**src/rtl/fpu_seq.sv**
```systemverilog
// fpu_seq: runs one decoded FP operation at a time through the FPU datapath.
// An op is accepted from decode, classified by latency, started with a one-cycle
// pulse, waited on (fixed latency or unit_done), and its result is held for writeback.
module fpu_seq #(
  parameter int BUS_WIDTH  = 64,
  parameter int FPU_OP_LEN = 6,
  parameter int ADD_LAT    = 3,
  parameter int MUL_LAT    = 4,
  parameter int MAX_WAIT   = 64
) (
  input  logic                  clk,
  input  logic                  rst,
  input  logic                  flush,
  input  logic                  in_valid,
  output logic                  in_ready,
  input  logic [FPU_OP_LEN-1:0] in_op,
  input  logic [4:0]            in_rd,
  input  logic                  in_fpu_rd,
  output logic                  issue_start,
  output logic [FPU_OP_LEN-1:0] issue_op,
  output logic                  unit_abort,
  input  logic                  unit_done,
  input  logic [BUS_WIDTH-1:0]  unit_result,
  output logic                  wb_valid,
  input  logic                  wb_ready,
  output logic [BUS_WIDTH-1:0]  wb_data,
  output logic [4:0]            wb_rd,
  output logic                  wb_fp,
  output logic                  illegal,
  output logic                  timeout
);

  typedef enum logic [1:0] {IDLE = 2'd0, EXEC = 2'd1, WB = 2'd2} state_t;
  typedef enum logic [2:0] {
    CLS_ADD = 3'd0, CLS_MUL = 3'd1, CLS_LONG = 3'd2, CLS_SHORT = 3'd3, CLS_ILL = 3'd4
  } cls_t;

  // Wait counter is one bit wider than needed to hold MAX_WAIT-1.
  localparam int CNT_W = $clog2(MAX_WAIT) + 1;
  localparam logic [CNT_W-1:0] ADD_END  = CNT_W'(ADD_LAT - 1);
  localparam logic [CNT_W-1:0] MUL_END  = CNT_W'(MUL_LAT - 1);
  localparam logic [CNT_W-1:0] WAIT_END = CNT_W'(MAX_WAIT - 1);
  localparam logic [CNT_W-1:0] CNT_ZERO = {CNT_W{1'b0}};
  localparam logic [CNT_W-1:0] CNT_ONE  = CNT_W'(1);

  // Map an fpu_op code onto its latency class.
  function automatic cls_t classify(input logic [FPU_OP_LEN-1:0] op);
    cls_t c;
    if (op <= FPU_OP_LEN'(3)) begin
      c = CLS_ADD;
    end else if (op <= FPU_OP_LEN'(5)) begin
      c = CLS_MUL;
    end else if (op <= FPU_OP_LEN'(9)) begin
      c = CLS_LONG;
    end else if ((op >= FPU_OP_LEN'(16)) && (op <= FPU_OP_LEN'(39))) begin
      c = CLS_SHORT;
    end else begin
      c = CLS_ILL;
    end
    return c;
  endfunction

  state_t           state_r, state_nxt_s;
  cls_t             in_cls_s, cur_cls_r;
  logic [CNT_W-1:0] cnt_r;
  logic [4:0]       cur_rd_r;
  logic             cur_fp_r;
  logic             accept_s, accept_legal_s, capture_s, expire_s;

  assign in_cls_s       = classify(in_op);
  assign in_ready       = ~flush & ((state_r == IDLE) | ((state_r == WB) & wb_ready));
  assign accept_s       = in_valid & in_ready;
  assign accept_legal_s = accept_s & (in_cls_s != CLS_ILL);

  // Decide whether the in-flight op finishes (capture) or gives up (expire) this cycle.
  always_comb begin
    capture_s = 1'b0;
    expire_s  = 1'b0;
    if ((state_r == EXEC) && !flush) begin
      case (cur_cls_r)
        CLS_ADD:   capture_s = (cnt_r == ADD_END);
        CLS_MUL:   capture_s = (cnt_r == MUL_END);
        CLS_SHORT: capture_s = (cnt_r == CNT_ZERO);
        CLS_LONG: begin
          // unit_done in the start cycle belongs to no op of ours, so ignore it.
          capture_s = unit_done & (cnt_r != CNT_ZERO);
          expire_s  = ~unit_done & (cnt_r == WAIT_END);
        end
        default: begin
          capture_s = 1'b0;
          expire_s  = 1'b0;
        end
      endcase
    end else begin
      capture_s = 1'b0;
      expire_s  = 1'b0;
    end
  end

  // Next-state logic; flush always returns to IDLE.
  always_comb begin
    state_nxt_s = state_r;
    if (flush) begin
      state_nxt_s = IDLE;
    end else begin
      case (state_r)
        IDLE: state_nxt_s = accept_legal_s ? EXEC : IDLE;
        EXEC: begin
          if (capture_s) begin
            state_nxt_s = WB;
          end else if (expire_s) begin
            state_nxt_s = IDLE;
          end else begin
            state_nxt_s = EXEC;
          end
        end
        WB: begin
          if (wb_ready) begin
            state_nxt_s = accept_legal_s ? EXEC : IDLE;
          end else begin
            state_nxt_s = WB;
          end
        end
        default: state_nxt_s = IDLE;
      endcase
    end
  end

  // State register.
  always_ff @(posedge clk) begin
    if (rst) begin
      state_r <= IDLE;
    end else begin
      state_r <= state_nxt_s;
    end
  end

  // Op latch, wait counter, pulses and writeback holding registers.
  always_ff @(posedge clk) begin
    if (rst) begin
      issue_start <= 1'b0;
      issue_op    <= {FPU_OP_LEN{1'b1}};
      unit_abort  <= 1'b0;
      illegal     <= 1'b0;
      timeout     <= 1'b0;
      cur_cls_r   <= CLS_ILL;
      cur_rd_r    <= 5'd0;
      cur_fp_r    <= 1'b0;
      cnt_r       <= CNT_ZERO;
      wb_valid    <= 1'b0;
      wb_data     <= {BUS_WIDTH{1'b0}};
      wb_rd       <= 5'd0;
      wb_fp       <= 1'b0;
    end else begin
      issue_start <= accept_legal_s;
      illegal     <= accept_s & (in_cls_s == CLS_ILL);
      timeout     <= expire_s;
      unit_abort  <= expire_s | (flush & (state_r == EXEC) & (cur_cls_r == CLS_LONG));
      if (accept_legal_s) begin
        issue_op  <= in_op;
        cur_cls_r <= in_cls_s;
        cur_rd_r  <= in_rd;
        cur_fp_r  <= in_fpu_rd;
        cnt_r     <= CNT_ZERO;
      end else if ((state_r == EXEC) && (cnt_r != WAIT_END)) begin
        cnt_r <= cnt_r + CNT_ONE;
      end else begin
        cnt_r <= cnt_r;
      end
      if (flush) begin
        wb_valid <= 1'b0;
      end else if (capture_s) begin
        wb_valid <= 1'b1;
        wb_data  <= unit_result;
        wb_rd    <= cur_rd_r;
        wb_fp    <= cur_fp_r;
      end else if ((state_r == WB) && wb_ready) begin
        wb_valid <= 1'b0;
      end else begin
        wb_valid <= wb_valid;
      end
    end
  end

endmodule
```
**config.mk**
```make
export PLATFORM = sky130hd
export DESIGN_NAME = fpu_seq
export DESIGN_NICKNAME = d
export VERILOG_FILES = /design/src/rtl/fpu_seq.sv
export SDC_FILE = /design/constraint.sdc
export NUM_CORES = 1
export LEC_CHECK = 0
export CORE_UTILIZATION = 40
export DETAILED_ROUTE_END_ITERATION = 6
export HOLD_SLACK_MARGIN = 0.02
export PLACE_DENSITY = 0.79
export SYNTH_ARGS = -nofsm -noshare
export SYNTH_HDL_FRONTEND = slang
export SYNTH_SLANG_ARGS = --single-unit
```
**constraint.sdc**
```tcl
create_clock -name clk -period 2.3 [get_ports clk]
set_input_delay 0.46 -clock clk [delete_from_list [all_inputs] [get_ports clk]]
set_output_delay 0.46 -clock clk [all_outputs]
set_load 0.05 [all_outputs]
```
Word level (Yosys, flattened, before mapping)

Cells that the tools add are included.

Add/subtract/negate cells: 1
Magnitude comparators: 5
Equal/unequal tests: 11
Muxes and demuxes: 15
Bitwise gates (word level): 13
Reduce and logical (&&, ||, !) cells: 13

Operators with widths:

| kind                                                                                 | count |
|---|---|
| 7-bit by 2-bit equality test with 1-bit output (second input constant)               | 2 |
| 3-bit two-way mux                                                                    | 4 |
| 1-bit bitwise AND                                                                    | 9 |
| 7-bit by 1-bit adder with 7-bit output (second input constant)                       | 1 |
| 7-bit by 6-bit equality test with 1-bit output (second input constant)               | 1 |
| 7-bit zero test                                                                      | 1 |
| 1-bit two-way mux                                                                    | 7 |
| 7-bit by 6-bit inequality test with 1-bit output (second input constant)             | 1 |
| 7-bit nonzero test                                                                   | 1 |
| 3-bit by 2-bit equality test with 1-bit output (second input constant)               | 2 |
| 6-bit by 5-bit greater-or-equal comparator with 1-bit output (second input constant) | 1 |
| 6-bit by 2-bit less-or-equal comparator with 1-bit output (second input constant)    | 1 |
| 6-bit by 3-bit less-or-equal comparator with 1-bit output (second input constant)    | 1 |
| 6-bit by 4-bit less-or-equal comparator with 1-bit output (second input constant)    | 1 |
| 6-bit less-or-equal comparator (second input constant)                               | 1 |
| 2-bit one-hot mux with 3 select lines                                                | 1 |
| 1-bit logical AND                                                                    | 4 |
| 2-bit two-way mux                                                                    | 2 |
| 1-bit one-hot mux with 4 select lines                                                | 1 |
| 2-bit OR reduction                                                                   | 2 |
| 3-bit by 1-bit equality test with 1-bit output (second input constant)               | 1 |
| 3-bit equality test (second input constant)                                          | 1 |
| 3-bit zero test                                                                      | 1 |
| 3-bit inequality test (second input constant)                                        | 1 |
| 8 further kinds                                                                      | 10 |

Register bits: 99
Input bits: 82
Output and inout port bits: 82
Logic and storage cells: 72

Longest topological paths before layout

Gate-level depths: netlist of the first run.

Depth in word-level cells: 11
Gate-level depth with buffers: 8

Worst setup path after synthesis of the first run

No wires, ideal clock.

Path type: input -> register
Start: input wb_ready
End: register cur_cls_r[0]
Arrival: 2.474 ns
Slack: -0.290 ns
Stages: 6
Path buffers: 1
Cell sequence: nor2b_1 nor3_1 and3_1 buf_2 nor2_1 a22o_1

Longest elaborated chain between the ends: 5

Ends and longest elaborated chain:

| element                | line | RTL |
|---|---|---|
| start: declaration     | 25   | `input logic wb_ready,` |
| 1-bit bitwise AND      | 71   | `assign in_ready = ~flush & ((state_r == IDLE) \| ((state_r == WB) & wb_ready));` |
| 1-bit bitwise OR       | 71   |  |
| 1-bit bitwise AND      | 71   |  |
| net in_ready           | 15   | `output logic in_ready,` |
| 1-bit bitwise AND      | 72   | `assign accept_s = in_valid & in_ready;` |
| 1-bit bitwise AND      | 73   | `assign accept_legal_s = accept_s & (in_cls_s != CLS_ILL);` |
| end signal: assignment | 161  | `cur_cls_r <= in_cls_s;` |
| end: declaration       | 64   | `cls_t in_cls_s, cur_cls_r;` |

The timed path passes the listed nets, and every way through them passes these cells.
A chain may end at the register's enable or synchronous reset.

Final worst setup path of the first run

Start: register cnt_r[0]
End: register state_r[0]

Longest elaborated chain between the ends: 7

Ends and longest elaborated chain:

| element                                        | line | RTL |
|---|---|---|
| start: declaration                             | 65   | `logic [CNT_W-1:0] cnt_r;` |
| start signal: assignment                       | 166  | `cnt_r <= cnt_r + CNT_ONE;` |
| start signal: assignment                       | 168  | `cnt_r <= cnt_r;` |
| 7-bit by 6-bit equality test with 1-bit output | 87   | `expire_s = ~unit_done & (cnt_r == WAIT_END);` |
| 1-bit bitwise AND                              | 87   |  |
| 1-bit two-way mux                              | 80   | `case (cur_cls_r)` |
| 1-bit two-way mux                              | 79   | `if ((state_r == EXEC) && !flush) begin` |
| 1-bit two-way mux                              | 111  | `end else if (expire_s) begin` |
| 2-bit two-way mux *                            | 109  | `if (capture_s) begin` |
| 2-bit one-hot mux with 3 select lines *        | 106  | `case (state_r)` |
| end signal: assignment                         | 134  | `state_r <= state_nxt_s;` |
| end: declaration                               | 63   | `state_t state_r, state_nxt_s;` |

Mark *: on every way between the ends. The rest lies on a longest branch, timed or not.

==> results of run 1 <==
-- state kept, by name, summed over array words and instances (netlist names) --
signal	cells
cnt_r	7
cur_cls_r	3
cur_fp_r	1
cur_rd_r	5
illegal	1
issue_op	6
issue_start	1
state_r	2
timeout	1
unit_abort	1
wb_data	64
wb_fp	1
wb_rd	5
wb_valid	1
-- logic make-up after synthesis --
kind of cell               count (synthesis)
buffers and inverters                     33
AOI/OAI and AO/OA                         27
DFF                                       99
muxes                                     71
xor gates and xnor gates                   5
adders and majority gates                  2
and+or+nand+nor                          211
-- stage by stage --
step                      util (%)  setup WS (ns)  cell area, µm²  total power [µW]
after global placement        56.7          0.219            6140              2120
final                         58.1          0.166            6300              3060
after floorplan                  -          0.236            4440              1930
after CTS                     58.1          0.162            6300              3100
after detailed placement      56.7          0.132            6140              2130
after global routing          58.1         0.0748            6300              3200
-- critical path, cell delays in order, from the launching register on --
cell and delay (ns):
sky130_fd_sc_hd__dfxtp_1 0.50, sky130_fd_sc_hd__ha_1 0.22, sky130_fd_sc_hd__nand3_1 0.14, sky130_fd_sc_hd__or3_1 0.40, sky130_fd_sc_hd__or4_1 0.54, sky130_fd_sc_hd__nand3_1 0.13, sky130_fd_sc_hd__o22ai_1 0.08
-- layout make-up --
type                            count  share of cell area, %
Multi-Input combinational cell    316                   35.1
Sequential cell                    99                   31.4
Timing Repair Buffer              175                   27.8
Tap cell                          140                   2.78
Clock buffer                       12                   2.30
Inverter                            5                  0.298
Clock inverter                      3                  0.238
-- cell usage after synthesis, types with 2 or more instances --
cell                         n
sky130_fd_sc_hd__nand2b_1  142
sky130_fd_sc_hd__dfxtp_1    99
sky130_fd_sc_hd__mux2i_1    70
sky130_fd_sc_hd__nand2_1    24
sky130_fd_sc_hd__clkbuf_1   19
sky130_fd_sc_hd__nor2_1     14
sky130_fd_sc_hd__buf_12      7
sky130_fd_sc_hd__nand3_1     7
sky130_fd_sc_hd__a21oi_1     6
sky130_fd_sc_hd__a22o_1      6
sky130_fd_sc_hd__nand3b_1    6
sky130_fd_sc_hd__inv_1       5
sky130_fd_sc_hd__xor2_1      4
sky130_fd_sc_hd__and3_1      3
sky130_fd_sc_hd__nand4_1     3
sky130_fd_sc_hd__nor3_1      3
sky130_fd_sc_hd__o22ai_1     3
sky130_fd_sc_hd__a31oi_1     2
sky130_fd_sc_hd__ha_1        2
sky130_fd_sc_hd__nor2b_1     2
sky130_fd_sc_hd__o21a_1      2
-- power breakdown --
| part | leakage (µW) | internal [µW] | switching (µW) |
|---|---|---|---|
| sequential | 0.000799 | 1720 | 9.43 |
| combinational | 0.00129 | 215 | 135 |
| clock | 0.0000860 | 413 | 562 |
-- final timing paths --
path	to	startpoint	slack [ns]
worst min-delay path	timeout$_SDFF_PP0_	rst	0.42
worst min register to register	cur_fp_r$_SDFFE_PP0N_	cur_fp_r$_SDFFE_PP0N_	0.46
worst max-delay path	state_r[0]$_SDFF_PP0_	cnt_r[0]$_SDFFE_PP0P_	0.17
worst max register to register	state_r[0]$_SDFF_PP0_	cnt_r[0]$_SDFFE_PP0P_	0.17
-- metal layers --
metal  part of all wire, %  track usage, %  up-vias
met5                     0               0        -
met4                   2.2            8.81        0
met3                   5.1            3.15       16
met2                    47            28.9      104
met1                    46            21.2     1626
li1                      -               -     1796
==> results.rst, run 1 <==
.. list-table::
   :header-rows: 1

   * - Metric
     - Value
   * - Synth Area in Adders
     - 0.564%
   * - Number of cells in the design after placement
     - about 740
   * - Clock latency reported for the late side of the worst-skew pair
     - 0.36 ns
   * - Clock net sink count
     - just under 100
   * - Clock tree root buffer cell
     - sky130_fd_sc_hd__clkbuf_8
   * - Number of standard cells after synthesis
     - between 400 and 500
   * - TritonCTS clock tree
     - done
   * - Post-synthesis async set-or-reset flop share
     - 0%
   * - Mux contribution to synthesized area
     - about 16%
   * - Average cell area after synthesis
     - between 9 and 10 µm²
   * - Hold Crit Depth
     - 2
   * - Number of antenna violations at the first check in global routing
     - 0
   * - Main synth FF type
     - sky130_fd_sc_hd__dfxtp_1
   * - Top-area cell type share of the netlist area
     - between 40% and 50%
   * - Final hold slack
     - around 0.42 ns
   * - Worst slew margin
     - between 60 and 70%
   * - Largest net degree at the start of global routing
     - 73
   * - P&R area growth vs syn
     - 42.1%
   * - IO Count
     - between 150 and 200
   * - EDFF count, synth
     - 0
   * - Area enclosed by the die boundary
     - around 12000 µm²
   * - Setup violation total in the final timing report
     - 0
   * - Clock Tree Buf Depth
     - 2
   * - Synthesized netlist net count
     - between 500 and 600
   * - Clock buffers created by TritonCTS
     - 9
   * - # port buffers
     - around 160
   * - Effective utilization at floorplan
     - around 40%
   * - Max-slew violation total from the final report
     - 0
   * - Standby leakage power
     - about 0.0022 µW
   * - Post-route antenna net violation count
     - 0
   * - Antenna cell count
     - 0
   * - Number of post-CTS setup repair buffers
     - 0
   * - Worst Path Required
     - ~2.6 ns
   * - Post-Synth Simple-Gate Area
     - approximately 28%
   * - Hold violation count in the final report
     - 0
   * - Tightest Pin Transition
     - 0.541 ns
   * - Combinational family with the most area after synthesis
     - simple AND/OR/NAND/NOR gates
   * - Fmax
     - 469 MHz
   * - Worst VDD drop
     - about 0.00026 V
   * - Yosys warnings
     - 0
   * - Cell type with the highest aggregate area in the netlist
     - sky130_fd_sc_hd__dfxtp_1
   * - CTS H-Tree Depth
     - 3
   * - Critical Path Source Type
     - flip-flop
   * - Die Height
     - 107 µm
   * - Commonest cells after routing, fill and taps aside
     - sky130_fd_sc_hd__clkdlybuf4s50_1 (161), sky130_fd_sc_hd__nand2b_1 (142), sky130_fd_sc_hd__dfxtp_1 (99)
   * - Share of layout cells above drive strength 1
     - under 10%
   * - Global-route wire length before repair
     - about 16000 µm
   * - Commonest non-fill, non-tap cell in the layout
     - sky130_fd_sc_hd__clkdlybuf4s50_1
   * - Global-route usage over all layers
     - 17.3%
   * - Die width
     - between 100 and 150 µm
   * - Post-cts sizing count
     - 0
   * - Worst clock skew
     - 0.00795 ns
   * - Setup TNS
     - 0 ns
   * - Flip-flop and latch count after synthesis
     - 99
   * - Total half-perimeter wirelength after legalization and detailed placement
     - about 7100 µm
   * - Final Critical Period
     - between 2 and 2.5 ns
   * - Count of nets after finishing
     - a little under 700
   * - DRT Pass-1 Iters
     - 4
   * - Post-synth cell types
     - 40
   * - Final Cycle Share
     - between 90% and 100%
   * - Synthesized cell area
     - approximately 4400 µm²
   * - Hold Path Class
     - primary input to flip-flop
   * - Maximum capacitance violations
     - 0
   * - Total area of sequential cells
     - 1980 µm²
   * - Floorplan core area
     - approximately 11000 µm²
   * - Iteration-0 DRC count of the detailed router
     - 151
   * - Setup repair after global routing missed its margin
     - no
   * - Number of standard-cell rows in the floorplan
     - 38
   * - Cell types occupying the most area after synthesis
     - sky130_fd_sc_hd__dfxtp_1 (45%), sky130_fd_sc_hd__nand2b_1 (20%), sky130_fd_sc_hd__mux2i_1 (16%), sky130_fd_sc_hd__buf_12 (3.2%), sky130_fd_sc_hd__nand2_1 (2.0%)
   * - Cts hold-fix bufs
     - 0
   * - Number of remaining DRC errors
     - 0
   * - Critical path fanouts, max
     - 8
   * - Area fraction in compound gates after synthesis
     - about 4.3%
   * - Final estimated routing congestion in global placement
     - 0.819
   * - Result of the run
     - completed
   * - Power density normalized to cell area
     - ~490 nW/µm²
   * - Start-to-end type of the worst setup path
     - flip-flop to flip-flop
   * - Vias
     - 3542
   * - Number of global-route vias before repair
     - between 3000 and 4000
   * - Multi-input combinational cell area
     - ~2200 µm²
   * - Non-filler cells in the finished layout
     - 750
   * - Worst-case reg-to-reg path depth
     - 6
   * - Total overflow reported by the global router
     - 0
   * - Xor and xnor fraction of the mapped netlist area
     - less than 1%
   * - Sequential area share after synthesis
     - 44.7%
   * - Fill cell count
     - roughly 940
   * - Wire length after detailed routing
     - roughly 10000 µm
   * - Per-cell routed wire length
     - 13.3 µm
   * - Reg clk slew, reported paths
     - approximately 0.090 ns
   * - Crit path capture type
     - flip-flop
   * - Post-detailed-route via-to-cell ratio
     - around 4.7
   * - Worst Path Arrival
     - about 2.4 ns
No activity file was read; power rests on OpenSTA's default activity.
==> run 2: changes to the inputs <==
--- a/config.mk
+++ b/config.mk
@@ -5,6 +5,7 @@
 export SDC_FILE = /design/constraint.sdc
 export NUM_CORES = 1
 export LEC_CHECK = 0
+export CORE_ASPECT_RATIO = 0.9
 export CORE_UTILIZATION = 40
 export DETAILED_ROUTE_END_ITERATION = 6
 export HOLD_SLACK_MARGIN = 0.02
==> run 2 against run 1 <==
Non-clock buffer count up 2. Sequential power about the same. Clock skew down 0.0043 ns. Clock-buffer cell count down 1. Total power up 15%. Worst hold slack better by 0.035 ns. First-iteration DRC count up 21%. Critical endpoint is now in_ready. Clock power up 44%. Sequential cell count unchanged. Setup slack better by 0.058 ns.
==> results.rst, run 2 (synthesized netlist as in run 1, its figures left out) <==
.. list-table::
   :header-rows: 1

   * - Metric
     - Value
   * - Result of the run
     - completed
   * - Total area of sequential cells
     - 1980 µm² (unchanged)
   * - Worst-case reg-to-reg path depth
     - 6 (unchanged)
   * - Max-slew violation total from the final report
     - 0 (unchanged)
   * - Clock latency reported for the late side of the worst-skew pair
     - 0.34 ns (-0.02 ns)
   * - IO Count
     - 164 (unchanged)
   * - Cts hold-fix bufs
     - 0 (unchanged)
   * - Tightest Pin Transition
     - 0.536 ns (-0.00569 ns)
   * - Clock buffers created by TritonCTS
     - 9 (unchanged)
   * - TritonCTS clock tree
     - done
   * - Clock net sink count
     - 99 (unchanged)
   * - Standby leakage power
     - 0.00225 µW (+3.0%)
   * - Worst Path Required
     - 1.84 ns (-0.71 ns)
   * - DRT Pass-1 Iters
     - 4 (unchanged)
   * - Floorplan core area
     - 10800 µm² (-0.28%)
   * - # port buffers
     - 163 (unchanged)
   * - Commonest non-fill, non-tap cell in the layout
     - sky130_fd_sc_hd__clkdlybuf4s50_1
   * - Area enclosed by the die boundary
     - 11500 µm² (about the same)
   * - Fmax
     - 482 MHz (+2.8%)
   * - Worst Path Arrival
     - 1.62 ns (-0.76 ns)
   * - Critical path fanouts, max
     - 4 (-4)
   * - Hold Path Class
     - flip-flop to flip-flop
   * - Number of global-route vias before repair
     - 3448 (+0.73%)
   * - Most flop-heavy register
     - wb_data
   * - Antenna cell count
     - 0 (unchanged)
   * - Hold EP
     - cur_rd_r[4]$_SDFFE_PP0N_
   * - Fill cell count
     - 925 (-1.8%)
   * - Maximum capacitance violations
     - 0 (unchanged)
   * - Global-route usage over all layers
     - 18.0% (+0.75 points)
   * - Final estimated routing congestion in global placement
     - 0.859 (+4.9%)
   * - Hold violation count in the final report
     - 0 (unchanged)
   * - Commonest cells after routing, fill and taps aside
     - sky130_fd_sc_hd__clkdlybuf4s50_1 (161), sky130_fd_sc_hd__nand2b_1 (142), sky130_fd_sc_hd__dfxtp_1 (99)
   * - Start-to-end type of the worst setup path
     - primary input to primary output
   * - Post-route antenna net violation count
     - 0 (unchanged)
   * - Iteration-0 DRC count of the detailed router
     - 183 (+21%)
   * - Vias
     - 3568 (+0.73%)
   * - Die Height
     - 102 µm (-5.0%)
   * - Crit path capture type
     - primary output
   * - Final hold slack
     - 0.460 ns (+0.0346 ns)
   * - Global-route wire length before repair
     - 16500 µm (+5.0%)
   * - Worst slew margin
     - 64.2% (+0.38 points)
   * - Post-detailed-route via-to-cell ratio
     - 4.79 (+1.4%)
   * - Total overflow reported by the global router
     - 0 (unchanged)
   * - Total half-perimeter wirelength after legalization and detailed placement
     - 7260 µm (+2.3%)
   * - Wire length after detailed routing
     - 10200 µm (+1.8%)
   * - Setup TNS
     - 0 ns (unchanged)
   * - Die width
     - 113 µm (+5.3%)
   * - Setup repair after global routing missed its margin
     - no
   * - P&R area growth vs syn
     - 45.2%
   * - Cell area reported after detailed placement
     - 6160 µm² (+0.31%)
   * - Share of layout cells above drive strength 1
     - 5.88% (+0.64 points)
   * - Number of post-CTS setup repair buffers
     - 0 (unchanged)
   * - Worst VDD drop
     - 0.000382 V (+47%)
   * - Hold wc startpoint
     - cur_rd_r[4]$_SDFFE_PP0N_
   * - Power density normalized to cell area
     - 544 nW/µm² (+12%)
   * - Worst clock skew
     - 0.00363 ns (-0.00432 ns)
   * - Layout Cell Area excl Fill
     - 6440 µm² (+2.2%)
   * - Multi-input combinational cell area
     - 2210 µm² (unchanged)
   * - Number of remaining DRC errors
     - 0 (unchanged)
   * - Setup violation total in the final timing report
     - 0 (unchanged)
   * - Number of antenna violations at the first check in global routing
     - 0 (unchanged)
   * - Reg clk slew, reported paths
     - 0.06 ns (-0.03 ns)
   * - Hold Crit Depth
     - 2 (unchanged)
   * - RR Endpoint
     - wb_data[13]$_SDFFE_PP0P_
   * - Post-route worst setup slack
     - 0.224 ns (+0.0576 ns)
   * - Clock tree root buffer cell
     - sky130_fd_sc_hd__clkbuf_16
   * - Number of flip-flops in the largest register
     - 64 (unchanged)
   * - Number of standard-cell rows in the floorplan
     - 36 (-5.3%)
   * - Count of nets after finishing
     - 692 (+0.29%)
   * - R2R setup slack
     - 0.28 ns (+0.11 ns)
   * - Reg-to-reg critical path startpoint
     - cnt_r[2]$_SDFFE_PP0P_
   * - Number of cells in the design after placement
     - 730 (-0.68%)
   * - Non-filler cells in the finished layout
     - 745 (-0.67%)
   * - Largest net degree at the start of global routing
     - 71 (-2.7%)
   * - CTS H-Tree Depth
     - 3 (unchanged)
   * - Per-cell routed wire length
     - 13.6 µm (+2.5%)
   * - Final Cycle Share
     - 90.3% (-2.5 points)
   * - Clock Tree Buf Depth
     - 2 (unchanged)
   * - Placement-stage worst setup slack
     - 0.142 ns (+0.00939 ns)
   * - Final Critical Period
     - 2.08 ns (-0.0576 ns)
   * - Effective utilization at floorplan
     - 41.0% (+0.11 points)
   * - Critical Path Source Type
     - primary input
   * - Post-cts sizing count
     - 0 (unchanged)
   * - Largest registers
     - wb_data: 64 flops, cnt_r: 7 flops, issue_op: 6 flops
-- run 2: cell type report --
type                            count  share of cell area, %
Multi-Input combinational cell    316                   34.4
Sequential cell                    99                   30.8
Timing Repair Buffer              177                   27.6
Clock buffer                       11                   3.92
Tap cell                          133                   2.58
Clock inverter                      4                  0.408
Inverter                            5                  0.291
-- run 2: power by group --
group | total (µW) | switching (µW) | leakage, µW | internal, µW
Sequential | 1730 | 8.51 | 0.000799 | 1730
Combinational | 355 | 137 | 0.00131 | 218
Clock | 1410 | 630 | 0.000137 | 785
-- run 2: per-layer routing --
layer,vias up,share of wire (%),track usage (%)
met5,-,0,0
met3,12,4.6,4.51
li1,1799,-,-
met2,99,51,32.1
met1,1658,43,21.6
met4,0,1.0,5.87
-- run 2: worst max-delay path, stage by stage --
cell and delay, ns:
sky130_fd_sc_hd__clkdlybuf4s50_1 0.44, sky130_fd_sc_hd__buf_4 0.16, sky130_fd_sc_hd__nor3_2 0.25, sky130_fd_sc_hd__buf_4 0.17, sky130_fd_sc_hd__buf_12 0.12
-- run 2: per-stage QoR --
stage          util (%)  power [µW]
2_1_floorplan         -        1930
3_3_place_gp       57.0        2120
3_5_place_dp       57.0        2130
4_1_cts            59.6        3550
5_1_grt            59.6        3650
6_report           59.6        3500
-- run 2: worst max path at each step --
stage / startpoint / endpoint / slack (ns) / cells after the start
4_1_cts: flush / in_ready / 0.21 / 5
5_1_grt: cnt_r[2]$_SDFFE_PP0P_ / wb_data[13]$_SDFFE_PP0P_ / 0.16 / 6
2_1_floorplan: wb_ready / cur_cls_r[0]$_SDFFE_PP0N_ / 0.24 / 6
3_5_place_dp: flush / wb_data[7]$_SDFFE_PP0P_ / 0.14 / 7
6_report: flush / in_ready / 0.22 / 5
3_3_place_gp: flush / cur_cls_r[0]$_SDFFE_PP0N_ / 0.23 / 7
